**config.mk**
```make
export PLATFORM = sky130hd
export DESIGN_NAME = multi_song_timer
export DESIGN_NICKNAME = d
export VERILOG_FILES = /design/src/rtl/multi_song_timer.sv
export SDC_FILE = /design/constraint.sdc
export NUM_CORES = 1
export LEC_CHECK = 0
export ABC_AREA = 1
export BUFFER_PORTS_ARGS = -buffer_cell sky130_fd_sc_hd__buf_2
export CAP_MARGIN = 20
export CORE_MARGIN = 2
export CORE_UTILIZATION = 48
export DETAILED_ROUTE_END_ITERATION = 10
export GPL_ROUTABILITY_DRIVEN = 0
export PLACE_DENSITY = 0.86
export SYNTH_ARGS = -nofsm -noshare
export SYNTH_HDL_FRONTEND = slang
export SYNTH_SLANG_ARGS = --single-unit
```
**constraint.sdc**
```tcl
create_clock -name clk -period 1.2 [get_ports clk]
set_input_delay 0.06 -clock clk [delete_from_list [all_inputs] [get_ports clk]]
set_output_delay 0.06 -clock clk [all_outputs]
set_load 0.03 [all_outputs]
```
**src/rtl/multi_song_timer.sv**
```systemverilog
// Per-song mm:ss elapsed-play-time counters advanced by a 1 Hz tick enable,
// with per-song seek/load, a configurable minute limit and a wrap pulse.
module multi_song_timer #(
  parameter int NUM_SONGS    = 2,
  parameter int SEL_W        = 1,
  parameter int MIN_W        = 6,
  parameter int MAX_MINS     = 59,
  parameter int CLEAR_OTHERS = 1
) (
  input  logic                       clk,
  input  logic                       RESET_N,
  input  logic                       tick_1hz,
  input  logic [SEL_W-1:0]           ss,
  input  logic                       ispaused,
  input  logic                       load,
  input  logic [MIN_W-1:0]           load_mins,
  input  logic [5:0]                 load_secs,
  output logic [MIN_W-1:0]           cur_mins,
  output logic [5:0]                 cur_secs,
  output logic [NUM_SONGS*MIN_W-1:0] all_mins,
  output logic [NUM_SONGS*6-1:0]     all_secs,
  output logic                       wrap
);

  localparam logic [MIN_W-1:0] MAX_M = MIN_W'(MAX_MINS);
  localparam logic [5:0]       MAX_S = 6'd59;

  logic [MIN_W-1:0] mins     [NUM_SONGS];
  logic [5:0]       secs     [NUM_SONGS];
  logic [MIN_W-1:0] mins_nxt [NUM_SONGS];
  logic [5:0]       secs_nxt [NUM_SONGS];
  logic             wrap_nxt;
  logic             sel_valid;
  logic             counted;

  function automatic logic [5:0] clamp_secs(input logic [5:0] s);
    return (s > MAX_S) ? MAX_S : s;
  endfunction

  function automatic logic [MIN_W-1:0] clamp_mins(input logic [MIN_W-1:0] m);
    return (m > MAX_M) ? MAX_M : m;
  endfunction

  assign sel_valid = (int'(ss) < NUM_SONGS);
  assign counted   = tick_1hz && !ispaused;

  always_comb begin
    wrap_nxt = 1'b0;
    for (int i = 0; i < NUM_SONGS; i++) begin
      mins_nxt[i] = mins[i];
      secs_nxt[i] = secs[i];
      if (sel_valid) begin
        if (i == int'(ss)) begin
          // load wins over a same-cycle tick on the selected channel
          if (load) begin
            mins_nxt[i] = clamp_mins(load_mins);
            secs_nxt[i] = clamp_secs(load_secs);
          end else if (counted) begin
            if (secs[i] != MAX_S) begin
              secs_nxt[i] = secs[i] + 6'd1;
            end else begin
              secs_nxt[i] = '0;
              if (mins[i] != MAX_M) begin
                mins_nxt[i] = mins[i] + MIN_W'(1);
              end else begin
                mins_nxt[i] = '0;
                wrap_nxt    = 1'b1;
              end
            end
          end
        end else if (counted && (CLEAR_OTHERS != 0)) begin
          mins_nxt[i] = '0;
          secs_nxt[i] = '0;
        end
      end
    end
  end

  always_ff @(posedge clk or negedge RESET_N) begin
    if (!RESET_N) begin
      for (int i = 0; i < NUM_SONGS; i++) begin
        mins[i] <= '0;
        secs[i] <= '0;
      end
      wrap <= 1'b0;
    end else begin
      for (int i = 0; i < NUM_SONGS; i++) begin
        mins[i] <= mins_nxt[i];
        secs[i] <= secs_nxt[i];
      end
      wrap <= wrap_nxt;
    end
  end

  // Selected-channel view follows ss with no register delay
  always_comb begin
    cur_mins = '0;
    cur_secs = '0;
    for (int i = 0; i < NUM_SONGS; i++) begin
      if (sel_valid && (i == int'(ss))) begin
        cur_mins = mins[i];
        cur_secs = secs[i];
      end
    end
  end

  for (genvar g = 0; g < NUM_SONGS; g++) begin : g_pack
    assign all_mins[g*MIN_W +: MIN_W] = mins[g];
    assign all_secs[g*6 +: 6]         = secs[g];
  end

endmodule

```
==> flow_summary.yaml, run 1 <==
place:
  port_buffers: 54
  hpwl_um: 4738
  postPlaceCellArea_um2: 2605
  dpl_worst_slack_ps: -75.85
sta:
  worst_slack_ps: -107.7
  maxSlewHeadroom_pct: 59.49
  setup_viol: 26
  hold_violations: 0
  rsz0062_at_grt: "true"
  worstMarginPinSlew_ps: 607.6
  fmaxAchievable_mhz: 764.7
  final.setup_skew_ps: 2.753
  finalCritPeriodShare_pct: 109.0
  min_period_ps: 1308
  maxSlewViolCount: 0
layout:
  nets: 431
  antenna_cells: 0
  stdcell_area_um2: 2954
  syn_to_final_growth_pct: 44.76
  drive_above_1_share_pct: 44.85
  multi_input_area_um2: 1410
  nFillCells: 292
  regArea_um2: 645.6
synthesis:
  synth.cell_area_um2: 2041
  avgSynthCellArea_um2: 6.279
  postSynthCellCount: 325
  synth_cell_types: 28
  ys_ff_latch: 25
  ys_warn_count: 0
  synth_top_area_share_pct: 30.66
  synth.largest_area_cell: "dfrtp_1"
  synth_nets: 347
  yosysSeqAreaShare_pct: 30.66
  synthTopCellsByArea: "dfrtp_1 31%, nand2_1 22%, o21ai_0 7.6%, inv_1 7.0%, nand3_1 6.4%"
grt:
  grtUsageTotal_pct: 27.09
  grt_pass1_wl_um: 10760
  grt_max_degree: 29
  first_global_vias: 2414
  overflow: 0
  antenna_found_initial: 0
critical_path:
  end_kind: "flop"
  reg2reg_depth: 10
  cp.arrival_ps: 1500
  cp-start-kind: "flop"
  r2r_setup_slack_ps: -110
  r2r-start: "all_mins[7]$_DFFE_PN0P_"
  worstSetupPathType: "reg2reg"
  required_ps: 1390
  cpPeakStageDelay_ps: 400
  r2r-end: "all_mins[8]$_DFFE_PN0P_"
  worstPathMaxFanout: 5
  cpMostUsedCell: "nand2_1"
  cpMaxStageDelayCell: "dfrtp_2"
  crit_chain: "ha_4 > inv_4 > nor2_4 > nand3_4 > nand2_1 > nand2_1 > nand2_1 > nand2_2 > nand2_2 > inv_2"
power_and_ir_drop:
  clock_power_share_pct: 15.3
  p_sw_share_pct: 45.56
  p_leak_uw: 0.001550
  power_density_nw_per_um2: 1209
  pwr-share-comb_pct: 52.4
  peakVddDrop_mv: 0.6476
  seqPwrFrac_pct: 32.3
  p_int_uw: 1944
  switchingPower_uw: 1628
floorplanning:
  fp.coreArea_um2: 4058
  die_area_um2: 4789
  rows: 23
  start_util_pct: 50.29
  die_h_um: 69.21
  io_pins: 55
  die_w_um: 69.21
cts:
  clk_latency_ps: 280
  clkSinkCount: 25
  clock_path_buffers: 2
  cts_buffers: 3
  htreeDepth: 1
  cts_tree: "built"
  path_clk_slew_ps: 100
  cts-root-buf: "clkbuf_8"
detailed_routing:
  drc_errors: 0
  firstDrtPassIters: 6
  drt_iter0_markers: 277
  ant_nets: 0
  via_count: 2577
  avgViaCountPerCell: 5.627
  wl_um: 6953
  wl_per_cell_um: 15.18
worst_hold_path:
  hold_start: "ispaused"
  hold_path_depth: 4
  holdPathEnd: "wrap$_DFF_PN0_"
  hold_class: "in2reg"
outcome:
  violations: "negative setup slack"
  outcome: "finished with violations"
run:
  cap_viol_max_count: 0
==> worst max-delay path: cells and delay by family, from the launching register on <==
family / cells / cell delay [ps]
fa+ha+maj: 1 / 160
buf+inv: 2 / 70
flops: 1 / 400
simple gates: 7 / 580
==> per-stage QoR <==
stage	hold slack, ps	setup TNS, ps	power, uW	instances	utilization, %
2_1_floorplan	-235.6	-1073	2111	325	-
5_1_grt	104.9	-3047	3747	458	72.80
6_report	85.28	-1042	3572	458	72.80
3_5_place_dp	104.3	-437.8	2680	445	64.20
3_3_place_gp	96.56	-64.26	2637	445	64.20
4_1_cts	86.73	-456.1	3335	455	68.36
==> layout by cell type (no fill, tap or decap), drive strengths merged <==
cell | netlist | layout
nor2 | 31 | 31
o22ai | 2 | 2
nand3b | 4 | 4
buf | 6 | 85
xor2 | 1 | 1
nor3 | 1 | 1
dlygate4sd3 | 0 | 1
clkbuf | 1 | 4
ha | 4 | 4
inv | 45 | 45
dfrtp | 25 | 25
o21ai | 32 | 32
a21oi | 6 | 6
nand4 | 4 | 4
nand3 | 29 | 29
o211ai | 1 | 1
o21bai | 3 | 3
nand2 | 130 | 130
==> worst max-delay path by stage <==
stage                            start                      end  slack (ps)
6_report       all_mins[7]$_DFFE_PN0P_  all_mins[8]$_DFFE_PN0P_        -110
5_1_grt        all_mins[7]$_DFFE_PN0P_  all_mins[8]$_DFFE_PN0P_        -170
4_1_cts        all_secs[7]$_DFFE_PN0P_  all_mins[8]$_DFFE_PN0P_         -70
3_5_place_dp   all_secs[1]$_DFFE_PN0P_  all_mins[2]$_DFFE_PN0P_         -80
3_3_place_gp   all_secs[7]$_DFFE_PN0P_  all_mins[6]$_DFFE_PN0P_         -30
2_1_floorplan  all_secs[7]$_DFFE_PN0P_  all_mins[8]$_DFFE_PN0P_        -140
==> layout make-up <==
type | count | area share, %
tap | 50 | 2.118
sequential | 25 | 21.86
multi-input combinational | 248 | 47.73
inverter | 45 | 6.057
timing repair buffer | 86 | 20.71
clock buffer | 4 | 1.525
==> layer usage <==
metal / vias to the layer above / wire length [um] / GRT usage [%]
met5: - / 0 / 0
met4: 0 / 196 / 11.98
li1: 1201 / - / -
met3: 28 / 502 / 3.343
met1: 1191 / 2713 / 33.67
met2: 157 / 3541 / 46.90
==> cell families after synthesis <==
group                    synth area share, %
AND/OR/NAND/NOR                        43.84
buffers and inverters                  10.67
AO/OA/AOI/OAI                          11.96
flip-flops                             30.66
adder cells (fa/ha/maj)                2.453
XOR/XNOR                              0.4293
==> Yosys cell counts <==
library cell and count:
nor2_4 4, nand3b_1 4, nor3_1 1, a21oi_1 5, inv_1 38, buf_2 4, buf_6 2, nand3_2 2
o21bai_1 3, nand3_1 26, a21oi_4 1, dfrtp_1 25, nand2_1 122, o211ai_1 1, nand4_1 4, nand2_4 2
o21ai_0 31, nand3_4 1, nor2_2 1, o21ai_1 1, ha_1 4, o22ai_1 2, nor2_1 26, nand2_2 6
inv_2 6, clkbuf_1 1, inv_4 1, xor2_1 1
==> power groups by stage <==
stage	sequential, uW	combinational, uW	clock [uW]
2_1_floorplan	1410	703	0
3_3_place_gp	1140	1500	0
3_5_place_dp	1140	1540	0
4_1_cts	1130	1670	539
5_1_grt	1170	1990	587
6_report	1150	1870	547
==> sequential cells by signal (all words and copies together) (netlist names) <==
signal / count
wrap: 1
all_secs: 12
all_mins: 12
==> repair_timing <==
action	in CTS	in global routing
setup endpoints to repair	26	36
gates resized for setup	32	59
hold endpoints to repair	25	0
hold buffers	1	0
setup buffers	5	3
pin swaps	11	14
No activity file was read; power rests on OpenSTA's default activity.
==> inputs of run 2 (changes only) <==
==> constraint.sdc (replaced) <==
create_clock -name clk -period 1.2 [get_ports clk]
set_input_delay 0.12 -clock clk [delete_from_list [all_inputs] [get_ports clk]]
set_output_delay 0.12 -clock clk [all_outputs]
set_load 0.03 [all_outputs]
==> run 2 against run 1 <==
Net effect: the flow still finishes with violations (negative setup slack); total power is 5.5% higher; register-to-register slack worse by 60 ps; maximum frequency down 4.3%; first-iteration DRC count rose by 62%; clock-buffer cell count fell by 1; global-route usage up 1.4 points; cell count up 2.8%; clock power up 1%; critical endpoint unchanged; largest power group unchanged.
==> flow_summary.yaml, run 2 (synthesis gave the netlist of run 1 again) <==
outcome:
  outcome: "finished with violations"
  violations: "negative setup slack"
grt:
  antenna_found_initial: 0
  grt_max_degree: 29
  grt_pass1_wl_um: 11280
  first_global_vias: 2411
  grtUsageTotal_pct: 28.45
  overflow: 0
detailed_routing:
  ant_nets: 0
  drc_errors: 0
  wl_per_cell_um: 16.88
  via_count: 2743
  drt_iter0_markers: 449
  avgViaCountPerCell: 5.824
  firstDrtPassIters: 5
  wl_um: 7949
sta:
  fmaxAchievable_mhz: 731.7
  worst_slack_ps: -166.6
  setup_tns_ps: -1847
  worstMarginPinSlew_ps: 591.6
  setup_viol: 29
  rsz0062_at_grt: "true"
  holdWs_ps: 149.5
  hold_violations: 0
  maxSlewViolCount: 0
  finalCritPeriodShare_pct: 113.9
  maxSlewHeadroom_pct: 60.56
  final.setup_skew_ps: 6.715
  min_period_ps: 1367
layout:
  nets: 444
  syn_to_final_growth_pct: 56.96
  multi_input_area_um2: 1500
  regArea_um2: 644.4
  drive_above_1_share_pct: 49.88
  nFillCells: 220
  final_common_cell: "nand2_1"
  most-common-layout-cells: "103 x nand2_1, 42 x buf_2, 30 x buf_6"
  antenna_cells: 0
floorplanning:
  fp.coreArea_um2: 4058
  die_w_um: 69.21
  start_util_pct: 50.29
  die_area_um2: 4789
  rows: 23
  die_h_um: 69.21
  io_pins: 55
critical_path:
  reg2reg_depth: 10
  required_ps: 1380
  end_kind: "flop"
  worstPathMaxFanout: 6
  cp.arrival_ps: 1540
  worstSetupPathType: "reg2reg"
  cp-start-kind: "flop"
power_and_ir_drop:
  power_density_nw_per_um2: 1177
  switchingPower_uw: 1733
  pwr-share-comb_pct: 55.0
  peakVddDrop_mv: 0.7701
  seqPwrFrac_pct: 30.3
  p_leak_uw: 0.001686
  p_sw_share_pct: 45.97
  clock_power_share_pct: 14.7
  p_int_uw: 2037
place:
  port_buffers: 54
  hpwl_um: 4709
cts:
  clkSinkCount: 25
  path_clk_slew_ps: 110
  htreeDepth: 1
  clock_path_buffers: 2
  clk_latency_ps: 280
  cts_buffers: 3
  cts-root-buf: "clkbuf_8"
  cts_tree: "built"
run:
  cap_viol_max_count: 0
worst_hold_path:
  hold_path_depth: 4
  hold_class: "in2reg"
==> run 2: power by group through the flow <==
| stage | clock network [uW] | registers, uW | logic (uW) |
|---|---|---|---|
| 2_1_floorplan | 0 | 1410 | 712 |
| 3_3_place_gp | 0 | 1130 | 1520 |
| 3_5_place_dp | 0 | 1140 | 1550 |
| 4_1_cts | 545 | 1120 | 1830 |
| 5_1_grt | 591 | 1160 | 2200 |
| 6_report | 555 | 1140 | 2070 |
==> run 2: through the flow <==
step           total power, uW  std cells  cell area, um^2  utilization, %  setup slack (ps)
2_1_floorplan             2120        325             2165               -            -132.5
3_3_place_gp              2659        450             2674           65.90            -26.88
3_5_place_dp              2692        450             2674           65.90            -78.18
4_1_cts                   3486        467             2980           73.45            -83.23
5_1_grt                   3953        471             3203           78.94            -221.3
6_report                  3770        471             3203           78.94            -166.6
==> run 2: repair_timing <==
action,4_1_cts,5_1_grt
buffers inserted,12,4
pin swaps,13,12
endpoints found under the hold margin,25,0
gates resized for setup,59,62
endpoints found under the setup margin,28,37
hold buffers,1,0
==> run 2: path summary, 6_finish.rpt <==
kind                                     startpoint  slack [ps]                        to
hold / removal                             ispaused         150            wrap$_DFF_PN0_
min in group asynchronous                   RESET_N         350   all_secs[4]$_DFFE_PN0P_
setup reg to reg            all_secs[7]$_DFFE_PN0P_        -170   all_mins[8]$_DFFE_PN0P_
hold reg to reg            all_mins[11]$_DFFE_PN0P_         600  all_mins[11]$_DFFE_PN0P_
setup / recovery            all_secs[7]$_DFFE_PN0P_        -170   all_mins[8]$_DFFE_PN0P_
max in group asynchronous                   RESET_N         410   all_mins[8]$_DFFE_PN0P_
==> run 2: area by class of cell <==
type                    count  area share, %
multi-input cells         248          46.84
repair buffers             99          23.91
clock inverters             1         0.2344
inverters                  45          5.664
flip-flops and latches     25          20.12
clock buffers               3          1.289
well taps                  50          1.953
==> run 2: per-layer routing <==
metal  vias to the layer above  GRT usage, %  part of all wire [%]
met4                         0         11.33                   5.8
met2                       207         48.18                    48
met1                      1249         36.81                    36
met5                         -             0                     0
li1                       1224             -                     -
met3                        63         3.488                   9.4
==> run 2: worst max-delay path: stages (launching register included) <==
cell     delay, ps
dfrtp_2        420
ha_4           180
inv_4           40
nor2_4          90
nand3_4        100
nand2_4         90
nand2_4         80
inv_4           70
nand2_1         70
nand2_1         80
inv_1           50
==> inputs of run 3 (changes only) <==
--- a/config.mk
+++ b/config.mk
@@ -6,13 +6,13 @@
 export NUM_CORES = 1
 export LEC_CHECK = 0
 export ABC_AREA = 1
-export BUFFER_PORTS_ARGS = -buffer_cell sky130_fd_sc_hd__buf_2
 export CAP_MARGIN = 20
 export CORE_MARGIN = 2
-export CORE_UTILIZATION = 48
+export CORE_UTILIZATION = 57
 export DETAILED_ROUTE_END_ITERATION = 10
+export DONT_BUFFER_PORTS = 1
 export GPL_ROUTABILITY_DRIVEN = 0
-export PLACE_DENSITY = 0.86
+export PLACE_DENSITY = 0.84
 export SYNTH_ARGS = -nofsm -noshare
 export SYNTH_HDL_FRONTEND = slang
 export SYNTH_SLANG_ARGS = --single-unit
==> run 3 against run 2 <==
Net effect: synthesized cell count unchanged; the run now fails in global routing; synthesized area unchanged.
==> flow_summary.yaml, run 3 <==
cts:
  cts_buffers: 3
  htreeDepth: 1
  clkSinkCount: 25
  clock_path_buffers: 2
  cts-root-buf: "clkbuf_4"
synthesis:
  synthTopCellsByArea: "dfrtp_1 31%, nand2_1 22%, o21ai_0 7.6%, inv_1 7.0%, nand3_1 6.4%"
  ys_warn_count: 0
  synthTopCellsByCount: "122 x nand2_1, 38 x inv_1, 31 x o21ai_0"
  synth.cell_area_um2: 2041
  synth-main-ff-cell: "dfrtp_1"
  synth_cell_types: 28
  async_flop_share_pct: 100.0
  synth_top_area_share_pct: 30.66
  yosysSeqAreaShare_pct: 30.66
  synth_edf_count: 0
  ys_ff_latch: 25
  avgSynthCellArea_um2: 6.279
  postSynthCellCount: 325
  synth_nets: 347
  yosysMostFrequentCell: "nand2_1"
  synth.largest_area_cell: "dfrtp_1"
grt:
  grt_max_degree: 29
outcome:
  haltStage: "global routing"
  error: "[ERROR DPL-0038] Utilization greater than 100%, impossible to legalize"
  outcome: "aborted with a tool error"
sta:
  endpoint_type: "register data pin"
  worstEndpointGrtRepair: "all_secs[5]$_DFFE_PN0P_/D"
floorplanning:
  start_util_pct: 60.21
  rows: 21
  die_w_um: 63.84
  io_pins: 55
  die_h_um: 63.84
place:
  hpwl_um: 4323
  dpl_worst_slack_ps: -134.5
  port_buffers: 0
[run 3: cell counts after synthesis]
Identical to the previous run, type by type.
[run 3: per-stage QoR]
step	TNS (ps)	cells	cell area, um^2
after floorplan	-1024	325	2165
after global placement	-249.9	410	2521
after detailed placement	-556.0	410	2521
after CTS	-3137	444	3027
[run 3: logic make-up after synthesis]
| group | after synthesis | share of synthesized area [%] |
|---|---|---|
| compound gates | 44 | 11.96 |
| buf+inv | 52 | 10.67 |
| xor+xnor | 1 | 0.4293 |
| fa+ha+maj | 4 | 2.453 |
| flops | 25 | 30.66 |
| simple gates | 199 | 43.84 |
[run 3: timing repair]
item	4_1_cts
gates resized for setup	80
pin swaps	29
setup endpoints to repair	37
setup buffers	27
hold endpoints to repair	34
hold buffers	5
==> inputs of run 4 (changes only) <==
--- a/config.mk
+++ b/config.mk
@@ -8,11 +8,11 @@
 export ABC_AREA = 1
 export CAP_MARGIN = 20
 export CORE_MARGIN = 2
-export CORE_UTILIZATION = 57
+export CORE_UTILIZATION = 40
 export DETAILED_ROUTE_END_ITERATION = 10
 export DONT_BUFFER_PORTS = 1
 export GPL_ROUTABILITY_DRIVEN = 0
-export PLACE_DENSITY = 0.84
+export PLACE_DENSITY_LB_ADDON = 0.15
 export SYNTH_ARGS = -nofsm -noshare
 export SYNTH_HDL_FRONTEND = slang
 export SYNTH_SLANG_ARGS = --single-unit
==> constraint.sdc (replaced) <==
create_clock -name clk -period 1.6 [get_ports clk]
set_input_delay 0.16 -clock clk [delete_from_list [all_inputs] [get_ports clk]]
set_output_delay 0.16 -clock clk [all_outputs]
set_load 0.03 [all_outputs]
==> run 4 against run 3 <==
Net effect: the run now ends clean.
==> flow_summary.yaml, run 4 (synthesis gave the netlist of run 1 again) <==
worst_hold_path:
  hold_path_depth: 3
  hold_class: "in2reg"
cts:
  clkSinkCount: 25
  clk_latency_ps: 270
  clock_path_buffers: 2
  htreeDepth: 1
  path_clk_slew_ps: 100
  post_cts_resized: 0
  cts_setup_buffers: 0
  cts_buffers: 3
  cts-root-buf: "clkbuf_8"
  cts_tree: "built"
detailed_routing:
  wl_um: 5686
  ant_nets: 0
  drc_errors: 0
  wl_per_cell_um: 13.38
  avgViaCountPerCell: 5.101
  via_count: 2168
  firstDrtPassIters: 5
  drt_iter0_markers: 182
sta:
  min_period_ps: 1475
  setup_tns_ps: 0
  setup_viol: 0
  maxSlewHeadroom_pct: 76.89
  rsz0062_at_grt: "false"
  maxSlewViolCount: 0
  final.setup_skew_ps: 3.749
  fmaxAchievable_mhz: 678.0
  finalCritPeriodShare_pct: 92.18
  hold_violations: 0
  worstMarginPinSlew_ps: 346.7
floorplanning:
  die_w_um: 75.43
  io_pins: 55
  die_h_um: 75.43
  start_util_pct: 42.36
  rows: 25
  fp.coreArea_um2: 4817
  die_area_um2: 5689
grt:
  overflow: 0
  first_global_vias: 2013
  grt_pass1_wl_um: 9673
  grt_max_degree: 30
  antenna_found_initial: 0
  grtUsageTotal_pct: 22.15
layout:
  antenna_cells: 0
  syn_to_final_growth_pct: 18.03
  nets: 381
  final_common_cell: "nand2_1"
  most-common-layout-cells: "122 x nand2_1, 38 x inv_1, 34 x buf_4"
  drive_above_1_share_pct: 17.32
power_and_ir_drop:
  p_leak_uw: 0.001318
  peakVddDrop_mv: 0.3975
  total_power_uw: 2230
  power_density_nw_per_um2: 925.9
critical_path:
  end_kind: "output pin"
  reg2reg_depth: 9
  cpMaxStageDelayCell: "dfrtp_1"
  worstSetupPathType: "reg2out"
  worstPathMaxFanout: 3
  cpPeakStageDelay_ps: 560
  crit_chain: "buf_4 > nand2_1 > nand2_1"
  cpMostUsedCell: "nand2_1"
  cp.arrival_ps: 1310
  cp-start-kind: "flop"
  required_ps: 1440
run:
  cap_viol_max_count: 0
outcome:
  outcome: "finished, final reports clean"
place:
  port_buffers: 0
  hpwl_um: 4405
## run 4: cell type report
type | instances | area [um^2]
well taps | 67 | 83.83
fillers | 518 | 2409
repair buffers | 36 | 285.3
flip-flops and latches | 25 | 625.6
inverters | 45 | 171.4
clock buffers | 4 | 45.04
multi-input cells | 248 | 1197
## run 4: metrics by stage
step / instance area [um^2] / std cells / utilization (%) / hold WS [ps] / setup slack, ps
detailed placement: 2333 / 419 / 48.44 / -135.0 / 242.8
global route: 2409 / 425 / 50.00 / 72.05 / 48.44
finish: 2409 / 425 / 50.00 / 53.24 / 125.1
CTS: 2409 / 425 / 50.00 / 48.83 / 116.1
global placement: 2333 / 419 / 48.44 / -135.0 / 282.0
floorplan: 2041 / 325 / - / -135.6 / 65.51
## run 4: layer usage
layer	part of all wire, %	track usage (%)	wire [um]
met5	0	0	0
met4	0.69	4.678	39
met3	5.5	2.910	315
met2	46	35.27	2639
met1	47	32.29	2691
## run 4: final timing paths
check                                              from                 endpoint  slack [ps]
max in group asynchronous                       RESET_N  all_mins[6]$_DFFE_PN0P_        1140
worst min register to register  all_mins[3]$_DFFE_PN0P_  all_mins[3]$_DFFE_PN0P_         580
worst max-delay path            all_mins[4]$_DFFE_PN0P_              cur_mins[4]         130
worst min-delay path                           ispaused           wrap$_DFF_PN0_          50
min in group asynchronous                       RESET_N  all_secs[4]$_DFFE_PN0P_         300
worst max register to register  all_mins[4]$_DFFE_PN0P_  all_mins[2]$_DFFE_PN0P_         230
## run 4: report_power, final
part	switching, uW	internal [uW]
logic	671	334
registers	105	721
clock network	220	179
## run 4: timing repair
item / CTS / global route
hold buffers: 2 / 0
setup endpoints to repair: 0 / 0
endpoints found under the hold margin: 25 / 0
## run 4: worst max-delay path: cells and delay by family, from the launching register on
| kind | cells | cell delay (ps) |
|---|---|---|
| buf+inv | 1 | 190 |
| flops | 1 | 560 |
| simple gates | 2 | 290 |
